### config.mk
export PLATFORM = sky130hd
export DESIGN_NAME = sync_stream_fifo
export DESIGN_NICKNAME = d
export VERILOG_FILES = /design/src/rtl/sync_stream_fifo.sv
export SDC_FILE = /design/constraint.sdc
export NUM_CORES = 1
export LEC_CHECK = 0
export BUFFER_PORTS_ARGS = -buffer_cell sky130_fd_sc_hd__clkbuf_2
export CAP_MARGIN = 0
export CORE_ASPECT_RATIO = 0.7
export CORE_UTILIZATION = 50
export DETAILED_ROUTE_END_ITERATION = 8
export PLACE_DENSITY = 0.8
export SETUP_SLACK_MARGIN = 0.15
export SYNTH_ARGS = -nofsm -noshare
export SYNTH_HDL_FRONTEND = slang
export SYNTH_SLANG_ARGS = --single-unit
### constraint.sdc
create_clock -name clk -period 2.2 [get_ports clk]
set_input_delay 0.22 -clock clk [delete_from_list [all_inputs] [get_ports clk]]
set_output_delay 0.22 -clock clk [all_outputs]
set_load 0.01 [all_outputs]
### src/rtl/sync_stream_fifo.sv
// sync_stream_fifo: single-clock valid/ready stream buffer with configurable depth,
// fill level, almost-full/almost-empty flags and a synchronous flush.
// Output is first-word-fall-through: o_data is the head entry whenever o_valid is high.
module sync_stream_fifo #(
    parameter int width    = 8,
    parameter int depth    = 4,
    parameter int af_level = 3,
    parameter int ae_level = 1
) (
    input  logic                       clk,
    input  logic                       reset_n,
    input  logic                       flush,
    input  logic                       i_valid,
    output logic                       i_ready,
    input  logic [width-1:0]           i_data,
    output logic                       o_valid,
    input  logic                       o_ready,
    output logic [width-1:0]           o_data,
    output logic [$clog2(depth+1)-1:0] level,
    output logic                       almost_full,
    output logic                       almost_empty
);

    localparam int PTR_W = (depth > 1) ? $clog2(depth) : 1;
    localparam int CNT_W = $clog2(depth + 1);

    logic signed [width-1:0] mem [depth];
    logic [PTR_W-1:0]        wr_ptr;
    logic [PTR_W-1:0]        rd_ptr;
    logic [CNT_W-1:0]        count;
    logic                    push;
    logic                    pop;

    // Pointers wrap explicitly at depth-1 so non-power-of-two depths work.
    function automatic logic [PTR_W-1:0] ptr_inc(input logic [PTR_W-1:0] p);
        if (p == PTR_W'(depth - 1)) begin
            return '0;
        end
        return p + 1'b1;
    endfunction

    // Handshake and status decodes, all derived from count.
    always_comb begin
        i_ready      = (count != CNT_W'(depth));
        o_valid      = (count != '0);
        level        = count;
        almost_full  = (count >= CNT_W'(af_level));
        almost_empty = (count <= CNT_W'(ae_level));
        push         = i_valid && i_ready;
        pop          = o_valid && o_ready;
        o_data       = mem[rd_ptr];
    end

    // Control state: pointers and count; flush overrides any same-cycle push or pop.
    always_ff @(posedge clk or negedge reset_n) begin
        if (!reset_n) begin
            wr_ptr <= '0;
            rd_ptr <= '0;
            count  <= '0;
        end else if (flush) begin
            wr_ptr <= '0;
            rd_ptr <= '0;
            count  <= '0;
        end else begin
            if (push) begin
                wr_ptr <= ptr_inc(wr_ptr);
            end
            if (pop) begin
                rd_ptr <= ptr_inc(rd_ptr);
            end
            case ({push, pop})
                2'b10:   count <= count + 1'b1;
                2'b01:   count <= count - 1'b1;
                default: count <= count;
            endcase
        end
    end

    // Storage array; not reset. A push never targets the head slot while entries are held,
    // because i_ready is low when full.
    always_ff @(posedge clk) begin
        if (push && !flush) begin
            mem[wr_ptr] <= i_data;
        end
    end

endmodule
==> flow_metrics.py, run 1 <==
metrics = {
    "grt": {
        "grt_use_met2_pct": 31.8,
        "grt_pass1_vias": 1023,
        "busiest_layer": "met2",
        "grt_max_degree": 13,
        "use_met3_pct": 6.31,
        "grt.met1_usage_pct": 24.9,
        "grt_pass1_wl_um": 5020,
        "overflow": 0,
        "grt_usage_pct": 19.6,
        "antenna_found_initial": 0,
    },
    "cts": {
        "cts_buffer_depth": 2,
        "numCtsBuffers": 5,
        "cts_tree": "done",
        "clk_pin_slew_worst_paths_ns": 0.07,
        "cts_setup_buffers": 0,
        "clk_latency_ns": 0.28,
        "htreeDepth": 2,
        "root_buffer": "clkbuf_8",
        "cts.sinks": 39,
    },
    "synthesis": {
        "syn-num-nets": 130,
        "ys.warnings.count": 0,
        "synth_top_area_share_pct": 55.5,
        "synth.distinct_cells": 28,
        "synth_area_sq_mm": 0.00173,
        "syn_inst": 107,
        "syn_avg_cell_area_sq_um": 16.2,
        "yosys.area.top_type": "edfxtp_1",
        "seq_area_frac_synth_pct": 65.7,
        "synthTopCellsByArea": "edfxtp_1 (56%), mux4_2 (10%), dfrtp_1 (10%)",
        "ys_ff_latch": 39,
    },
    "placement": {
        "dp_hpwl_um": 2290,
        "preCtsSetupSlack_ns": 0.146,
        "port_buffers": 27,
        "placed_area_sq_mm": 0.00191,
        "gp_congestion": 0.920,
    },
    "floorplanning": {
        "start_util_pct": 53.5,
        "io_pins": 28,
        "dieArea_sq_mm": 0.00370,
        "row_count": 17,
        "die_x_um": 72.3,
        "core_area_sq_mm": 0.00323,
        "die_h_um": 51.2,
    },
    "worst_setup_path": {
        "crit_arrival_ns": 2.10,
        "critPathLaunchType": "flip-flop",
        "regToRegSetupSlack_ns": 0.27,
        "rr_worst_depth": 6,
        "critPathSlowestCell": "dfrtp_1",
        "max_stage_delay_ns": 0.42,
        "crit_path_max_fanout": 5,
        "crit_path_cell_trace": "inv_1, ha_1, or2b_4, and2_4, xnor2_2, mux2_4",
        "end_kind": "flip-flop",
        "r2r_end": "level[0]$_DFFE_PN0P_",
        "r2r_start": "level[0]$_DFFE_PN0P_",
        "critical_path_required_ns": 2.37,
        "path_class": "flip-flop to flip-flop",
    },
    "timing": {
        "tightest_slew_ns": 0.464,
        "maxSlewViolCount": 0,
        "slew_headroom_pct": 69.0,
        "finalSetupTns_ns": 0,
        "finalCriticalPeriod_ns": 1.93,
        "fmax_mhz": 518,
        "finalHoldViolCount": 0,
        "finalClockSkew_ns": 0.00585,
        "period_share_pct": 87.7,
        "grt_setup_unrepaired": "false",
        "setup_viol": 0,
        "fin_ws_ns": 0.270,
    },
    "final_layout": {
        "nets": 162,
        "area_delta_synth_final_pct": 16.3,
        "diodes": 0,
        "mostFrequentLayoutCells": "edfxtp_1 (32), clkbuf_2 (27), ha_1 (10), mux4_2 (8), nand2_1 (8)",
        "final_area_sq_mm": 0.00201,
        "drive_gt1_share_pct": 36.4,
        "layout_commonest_cell": "edfxtp_1",
    },
    "routing": {
        "antenna_left": 0,
        "drcViolationCount": 0,
        "wire_per_inst_um": 16.4,
        "vias": 1013,
        "via_per_inst": 5.42,
        "firstDrtPassIters": 4,
        "drtIter0Drc": 35,
        "drt_wl_total_um": 3070,
    },
    "power_and_ir_drop": {
        "power.density_mw_per_mm2": 1110,
        "p_comb_share_pct": 36.2,
        "p_leak_nw": 0.780,
        "vdd_drop_max_mv": 0.443,
        "switching_share_pct": 33.7,
        "switching_power_w": 0.000754,
        "p_int_w": 0.00149,
        "pwr-share-seq_pct": 43.7,
        "p_clk_share_pct": 20.1,
    },
    "run_status": {
        "status": "finished clean",
    },
    "hold_path": {
        "hp-class": "input port to flip-flop",
        "min_from": "i_data[7]",
        "min_path_cells": 1,
        "hold_end": "mem[0][7]$_DFFE_PP_",
    },
    "job": {
        "cap_viol_max_count": 0,
    },
}
==> cell usage after synthesis <==
cell / n
and2_4: 1
xnor2_1: 1
xnor2_2: 1
a21bo_2: 1
ha_1: 10
a31oi_1: 1
clkbuf_1: 2
a21oi_1: 5
edfxtp_1: 32
or3_1: 2
nand3_1: 1
mux2_4: 1
o21ai_0: 1
a211oi_1: 1
nand2_1: 8
dfrtp_1: 7
a21boi_0: 1
or2b_4: 1
buf_2: 1
a41oi_1: 1
a21o_1: 1
nor2_1: 5
and2_1: 4
mux4_2: 8
inv_1: 7
a221oi_1: 1
nor3_1: 1
a22oi_1: 1
==> layout make-up <==
class                           instances  area [sq um]
Fill cell                             246          1220
Sequential cell                        39          1140
Multi-Input combinational cell         58           561
Timing Repair Buffer                   28           145
Clock buffer                            5          68.8
Tap cell                               47          58.8
Inverter                                7          26.3
Clock inverter                          3          15.0
==> power by group through the flow <==
stage	registers [W]	clock network [W]	logic [W]
after floorplan	0.000950	0	0.000588
after detailed placement	0.000996	0	0.000807
final	0.000981	0.000450	0.000810
after global placement	0.000990	0	0.000775
after global routing	0.000999	0.000495	0.000901
after CTS	0.000981	0.000461	0.000814
==> worst max path at each step <==
stage	startpoint	endpoint	slack, ns	cells past startpoint
floorplan	level[0]$_DFFE_PN0P_	level[0]$_DFFE_PN0P_	0.36	6
CTS	rd_ptr[0]$_DFFE_PN0P_	o_data[1]	0.20	2
global route	level[0]$_DFFE_PN0P_	level[0]$_DFFE_PN0P_	0.16	6
global placement	level[0]$_DFFE_PN0P_	mem[1][3]$_DFFE_PP_	0.29	5
detailed placement	level[0]$_DFFE_PN0P_	mem[0][2]$_DFFE_PP_	0.15	5
finish	level[0]$_DFFE_PN0P_	level[0]$_DFFE_PN0P_	0.27	6
==> cells by family (layout without fill, tap and decap cells) <==
| family | after synthesis | count (layout) | share of synthesized area (%) |
|---|---|---|---|
| and+or+nand+nor | 23 | 23 | 6.72 |
| buffers and inverters | 10 | 43 | 2.24 |
| adders and majority gates | 10 | 10 | 7.23 |
| xor gates and xnor gates | 2 | 2 | 1.45 |
| DFF | 39 | 39 | 65.7 |
| muxes | 9 | 9 | 11.3 |
| AOI/OAI and AO/OA | 14 | 14 | 5.42 |
==> sequential cells by signal (all words and copies together) (netlist names) <==
signal and count:
wr_ptr 2, mem 32, rd_ptr 2, level 3
==> repair_timing <==
item,CTS,global route
endpoints found under the hold margin,7,0
hold buffers,1,0
gates resized for setup,4,2
setup endpoints to repair,25,7
==> metal layers <==
layer / routed length (um) / share of wire, %
met5: 0 / 0
met1: 1400 / 46
met3: 133 / 4.3
met4: 16 / 0.52
met2: 1520 / 49
==> metrics by stage <==
| stage | hold WS (ns) | std cells | utilization (%) | power (W) |
|---|---|---|---|---|
| after floorplan | -0.0756 | 107 | - | 0.00154 |
| after global placement | 0.0711 | 178 | 59.1 | 0.00176 |
| after detailed placement | 0.0792 | 178 | 59.1 | 0.00180 |
| after CTS | 0.150 | 187 | 62.2 | 0.00226 |
| after global routing | 0.150 | 187 | 62.2 | 0.00239 |
| final | 0.158 | 187 | 62.2 | 0.00224 |
==> critical path, delay by kind of cell (launching register included) <==
kind                       cells  cell delay [ns]
xor gates and xnor gates       1             0.14
DFF                            1             0.42
muxes                          1             0.31
adders and majority gates      1             0.27
and+or+nand+nor                2             0.49
buffers and inverters          1             0.18
Note: power is estimated with default switching activity, not from simulation.
==> run 2, diff against run 1 <==
--- a/config.mk
+++ b/config.mk
@@ -10,8 +10,9 @@
 export CORE_ASPECT_RATIO = 0.7
 export CORE_UTILIZATION = 50
 export DETAILED_ROUTE_END_ITERATION = 8
-export PLACE_DENSITY = 0.8
+export PLACE_DENSITY = 0.72
 export SETUP_SLACK_MARGIN = 0.15
+export SLEW_MARGIN = 25
 export SYNTH_ARGS = -nofsm -noshare
 export SYNTH_HDL_FRONTEND = slang
 export SYNTH_SLANG_ARGS = --single-unit
==> flow_metrics.py, run 2 (same netlist as run 1, synthesis figures left out) <==
metrics = {
    "floorplanning": {
        "start_util_pct": 53.5,
        "die_x_um": 72.3,
        "dieArea_sq_mm": 0.00370,
        "die_h_um": 51.2,
        "core_area_sq_mm": 0.00323,
        "row_count": 17,
        "io_pins": 28,
    },
    "job": {
        "cap_viol_max_count": 0,
    },
    "placement": {
        "gp_congestion": 0.911,
        "port_buffers": 27,
        "dp_hpwl_um": 2170,
    },
    "power_and_ir_drop": {
        "vdd_drop_max_mv": 0.586,
        "power.density_mw_per_mm2": 1120,
        "p_int_w": 0.00150,
        "switching_share_pct": 33.7,
        "p_clk_share_pct": 20.5,
        "switching_power_w": 0.000759,
        "p_leak_nw": 0.783,
        "pwr-share-seq_pct": 43.5,
        "total_power_w": 0.00225,
        "p_comb_share_pct": 36.0,
    },
    "final_layout": {
        "drive_gt1_share_pct": 36.4,
        "mostFrequentLayoutCells": "edfxtp_1 (32), clkbuf_2 (27), ha_1 (10), mux4_2 (8), nand2_1 (8)",
        "max_flop_register": "mem",
        "area_delta_synth_final_pct": 16.1,
        "diodes": 0,
        "largest_reg_flops": 32,
        "nets": 162,
        "final_core_util_pct": 62.2,
        "layout_commonest_cell": "edfxtp_1",
        "fillCellCount": 250,
    },
    "routing": {
        "antenna_left": 0,
        "firstDrtPassIters": 4,
        "drcViolationCount": 0,
        "wire_per_inst_um": 16.0,
        "via_per_inst": 5.32,
        "vias": 995,
        "drt_wl_total_um": 2990,
        "drtIter0Drc": 42,
    },
    "hold_path": {
        "hp-class": "input port to flip-flop",
    },
    "worst_setup_path": {
        "rr_worst_depth": 6,
        "crit_arrival_ns": 2.13,
        "crit_path_start": "level[0]$_DFFE_PN0P_",
        "crit_end": "level[0]$_DFFE_PN0P_",
        "max_stage_delay_ns": 0.42,
        "crit_path_max_fanout": 5,
        "critPathLaunchType": "flip-flop",
        "path_class": "flip-flop to flip-flop",
        "critical_path_required_ns": 2.38,
        "crit_path_cell_trace": "inv_1, ha_1, or2b_4, and2_4, xnor2_2, mux2_4",
        "regToRegSetupSlack_ns": 0.25,
        "end_kind": "flip-flop",
        "r2r_start": "level[0]$_DFFE_PN0P_",
        "r2r_end": "level[0]$_DFFE_PN0P_",
        "critPathSlowestCell": "dfrtp_1",
    },
    "timing": {
        "finalClockSkew_ns": 0.00496,
        "maxSlewViolCount": 0,
        "finalCriticalPeriod_ns": 1.95,
        "grt_setup_unrepaired": "false",
        "finalSetupTns_ns": 0,
        "setup_viol": 0,
        "period_share_pct": 88.5,
        "fmax_mhz": 513,
        "slew_headroom_pct": 71.3,
        "tightest_slew_ns": 0.430,
        "finalHoldViolCount": 0,
    },
    "cts": {
        "numCtsBuffers": 5,
        "cts_buffer_depth": 2,
        "clk_latency_ns": 0.30,
        "cts_setup_buffers": 0,
        "root_buffer": "clkbuf_8",
        "clk_pin_slew_worst_paths_ns": 0.07,
        "cts.sinks": 39,
        "htreeDepth": 2,
        "cts_tree": "done",
    },
    "grt": {
        "overflow": 0,
        "grt_pass1_wl_um": 4820,
        "use_met3_pct": 8.28,
        "busiest_layer": "met1",
        "grt_use_met2_pct": 26.2,
        "grt_pass1_vias": 932,
        "grt_usage_pct": 19.5,
        "antenna_found_initial": 0,
        "grt_max_degree": 12,
        "grt.met1_usage_pct": 28.1,
    },
    "run_status": {
        "status": "finished clean",
    },
}
==> run 2: power by group through the flow <==
stage / Combinational (W) / Clock, W / Sequential [W]
4_1_cts: 0.000806 / 0.000471 / 0.000979
3_3_place_gp: 0.000784 / 0 / 0.000989
2_1_floorplan: 0.000588 / 0 / 0.000950
3_5_place_dp: 0.000801 / 0 / 0.000995
6_report: 0.000811 / 0.000461 / 0.000981
5_1_grt: 0.000892 / 0.000506 / 0.000999
==> run 2: critical path, delay by kind of cell, from the launching register on <==
kind                     cells  cell delay (ns)
XOR/XNOR                     1             0.15
multiplexers                 1             0.31
flip-flops                   1             0.42
AND/OR/NAND/NOR              2             0.48
buffers and inverters        1             0.19
adder cells (fa/ha/maj)      1             0.27
==> run 2: what timing repair did <==
item | 4_1_cts | 5_1_grt
hold buffers | 1 | 0
resized for setup | 0 | 6
hold endpoints to repair | 7 | 0
endpoints found under the setup margin | 0 | 41
==> run 2: through the flow <==
step | std cells | cell area, sq um | setup slack, ns | hold WS (ns)
after global routing | 187 | 2010 | 0.148 | 0.140
after detailed placement | 178 | 1910 | 0.162 | 0.0738
after CTS | 187 | 2000 | 0.152 | 0.134
after floorplan | 107 | 1730 | 0.356 | -0.0756
final | 187 | 2010 | 0.253 | 0.142
after global placement | 178 | 1910 | 0.281 | 0.0714
==> run 2: layout make-up <==
| class | count | area (sq um) | share of cell area, % |
|---|---|---|---|
| sequential | 39 | 1140 | 56.6 |
| multi-input combinational | 58 | 561 | 27.9 |
| timing repair buffer | 28 | 145 | 7.22 |
| clock buffer | 7 | 76.3 | 3.80 |
| tap | 47 | 58.8 | 2.93 |
| inverter | 7 | 26.3 | 1.31 |
| clock inverter | 1 | 5.00 | 0.249 |
==> run 2: worst min path at each step <==
stage / start / end / slack (ns) / cells after the start
finish: i_data[3] / mem[1][3]$_DFFE_PP_ / 0.14 / 1
detailed placement: reset_n / wr_ptr[1]$_DFFE_PN0P_ / 0.07 / 1
floorplan: reset_n / level[0]$_DFFE_PN0P_ / -0.08 / 0
global route: i_data[3] / mem[3][3]$_DFFE_PP_ / 0.14 / 1
CTS: i_data[3] / mem[1][3]$_DFFE_PP_ / 0.13 / 1
global placement: reset_n / wr_ptr[0]$_DFFE_PN0P_ / 0.07 / 1
==> run 2: routing by layer <==
metal | part of all wire (%) | wire, um
met5 | 0 | 0
met3 | 5.2 | 154
met4 | 1.6 | 48
met1 | 49 | 1450
met2 | 45 | 1330
==> run 3, diff against run 2 <==
--- a/config.mk
+++ b/config.mk
@@ -8,9 +8,9 @@
 export BUFFER_PORTS_ARGS = -buffer_cell sky130_fd_sc_hd__clkbuf_2
 export CAP_MARGIN = 0
 export CORE_ASPECT_RATIO = 0.7
-export CORE_UTILIZATION = 50
+export CORE_UTILIZATION = 55
 export DETAILED_ROUTE_END_ITERATION = 8
-export PLACE_DENSITY = 0.72
+export PLACE_DENSITY = 0.78
 export SETUP_SLACK_MARGIN = 0.15
 export SLEW_MARGIN = 25
 export SYNTH_ARGS = -nofsm -noshare
==> flow_metrics.py, run 3 (same netlist as run 1, synthesis figures left out) <==
metrics = {
    "final_layout": {
        "mostFrequentLayoutCells": "edfxtp_1 (32), clkbuf_2 (27), ha_1 (10), mux4_2 (8), nand2_1 (8)",
        "layout_commonest_cell": "edfxtp_1",
        "max_flop_register": "mem",
        "multiInputGateArea_sq_um": 561,
        "drive_gt1_share_pct": 37.1,
        "area_delta_synth_final_pct": 15.5,
        "largest_reg_flops": 32,
        "diodes": 0,
        "fillCellCount": 195,
        "ff_latch_area_sq_mm": 0.00114,
        "nets": 162,
    },
    "worst_setup_path": {
        "critPathLaunchType": "flip-flop",
        "crit_path_max_fanout": 8,
        "rr_worst_depth": 5,
        "end_kind": "flip-flop",
        "path_class": "flip-flop to flip-flop",
        "critical_path_required_ns": 2.18,
        "crit_arrival_ns": 1.92,
    },
    "floorplanning": {
        "die_h_um": 48.9,
        "die_x_um": 69.0,
        "io_pins": 28,
        "core_area_sq_mm": 0.00288,
        "dieArea_sq_mm": 0.00338,
        "row_count": 16,
        "start_util_pct": 60.0,
    },
    "job": {
        "cap_viol_max_count": 0,
    },
    "timing": {
        "slew_headroom_pct": 59.5,
        "fmax_mhz": 515,
        "finalCriticalPeriod_ns": 1.94,
        "hold_ws_ns": 0.149,
        "period_share_pct": 88.2,
        "setup_viol": 0,
        "finalSetupTns_ns": 0,
        "tightest_slew_ns": 0.602,
        "fin_ws_ns": 0.259,
        "finalClockSkew_ns": 0.00569,
        "maxSlewViolCount": 0,
        "finalHoldViolCount": 0,
        "grt_setup_unrepaired": "true",
    },
    "cts": {
        "clk_latency_ns": 0.29,
        "cts_setup_buffers": 0,
        "cts.sinks": 39,
        "root_buffer": "clkbuf_8",
        "cts_buffer_depth": 2,
        "cts_tree": "done",
        "htreeDepth": 2,
        "numCtsBuffers": 5,
        "clk_pin_slew_worst_paths_ns": 0.07,
    },
    "grt": {
        "grt_max_degree": 13,
        "grt_usage_pct": 21.0,
        "grt_pass1_wl_um": 5000,
        "grt_pass1_vias": 972,
        "antenna_found_initial": 0,
        "overflow": 0,
    },
    "routing": {
        "via_per_inst": 5.52,
        "firstDrtPassIters": 4,
        "drcViolationCount": 0,
        "antenna_left": 0,
        "vias": 972,
        "drtIter0Drc": 78,
        "drt_wl_total_um": 3010,
        "wire_per_inst_um": 17.1,
    },
    "hold_path": {
        "hp-class": "input port to flip-flop",
        "min_path_cells": 1,
    },
    "placement": {
        "preCtsSetupSlack_ns": 0.136,
        "gp_congestion": 0.896,
        "port_buffers": 27,
    },
    "power_and_ir_drop": {
        "power.density_mw_per_mm2": 1120,
        "total_power_w": 0.00223,
        "p_leak_nw": 0.782,
        "vdd_drop_max_mv": 0.591,
    },
    "run_status": {
        "status": "finished clean",
    },
}
## run 3: cell count changes in the layout (fill, tap and decap cells not counted), sizes merged
cell / previous run / this run
clkbuf: 34 / 33
clkinvlp: 0 / 1
## run 3: path summary, 6_finish.rpt
path | slack, ns | to | startpoint
worst max register to register | 0.26 | mem[0][6]$_DFFE_PP_ | level[0]$_DFFE_PN0P_
worst max-delay path | 0.26 | mem[0][6]$_DFFE_PP_ | level[0]$_DFFE_PN0P_
min in group asynchronous | 0.30 | level[2]$_DFFE_PN0P_ | reset_n
max in group asynchronous | 1.70 | rd_ptr[0]$_DFFE_PN0P_ | reset_n
worst min-delay path | 0.15 | mem[3][3]$_DFFE_PP_ | i_data[3]
worst min register to register | 0.58 | wr_ptr[1]$_DFFE_PN0P_ | wr_ptr[1]$_DFFE_PN0P_
## run 3: layout make-up
type / count / share of cell area (%)
inverters: 7 / 1.31
flip-flops and latches: 39 / 56.9
clock inverters: 2 / 0.626
clock buffers: 6 / 3.63
multi-input cells: 58 / 28.0
well taps: 36 / 2.25
repair buffers: 28 / 7.26
## run 3: routing by layer
layer  up-vias  wire length [um]  GRT usage [%]
met3         4               201           8.06
li1        462                 -              -
met2        32              1390           31.2
met5         -                 0              0
met4         0                25           7.14
met1       474              1390           28.9
## run 3: per-stage QoR
step / utilization [%] / instances / area [sq um]
after CTS: 69.3 / 176 / 2000
final: 69.4 / 176 / 2000
after global placement: 65.8 / 167 / 1900
after floorplan: - / 107 / 1730
after global routing: 69.4 / 176 / 2000
after detailed placement: 65.8 / 167 / 1900
## run 3: worst max-delay path, cell delays in order, from the launching register on
cell     delay, ns
dfrtp_1       0.40
inv_1         0.15
ha_1          0.28
a21bo_2       0.24
nor2_1        0.23
and2_2        0.33
## run 3: report_power, final
group	internal, W	switching [W]	total [W]
clock network	0.000221	0.000229	0.000450
registers	0.000879	0.000100	0.000979
logic	0.000392	0.000409	0.000801
## run 3: repair_timing
item,CTS,global route
hold buffers,1,0
endpoints found under the setup margin,13,40
hold endpoints to repair,7,0
gates resized for setup,3,2
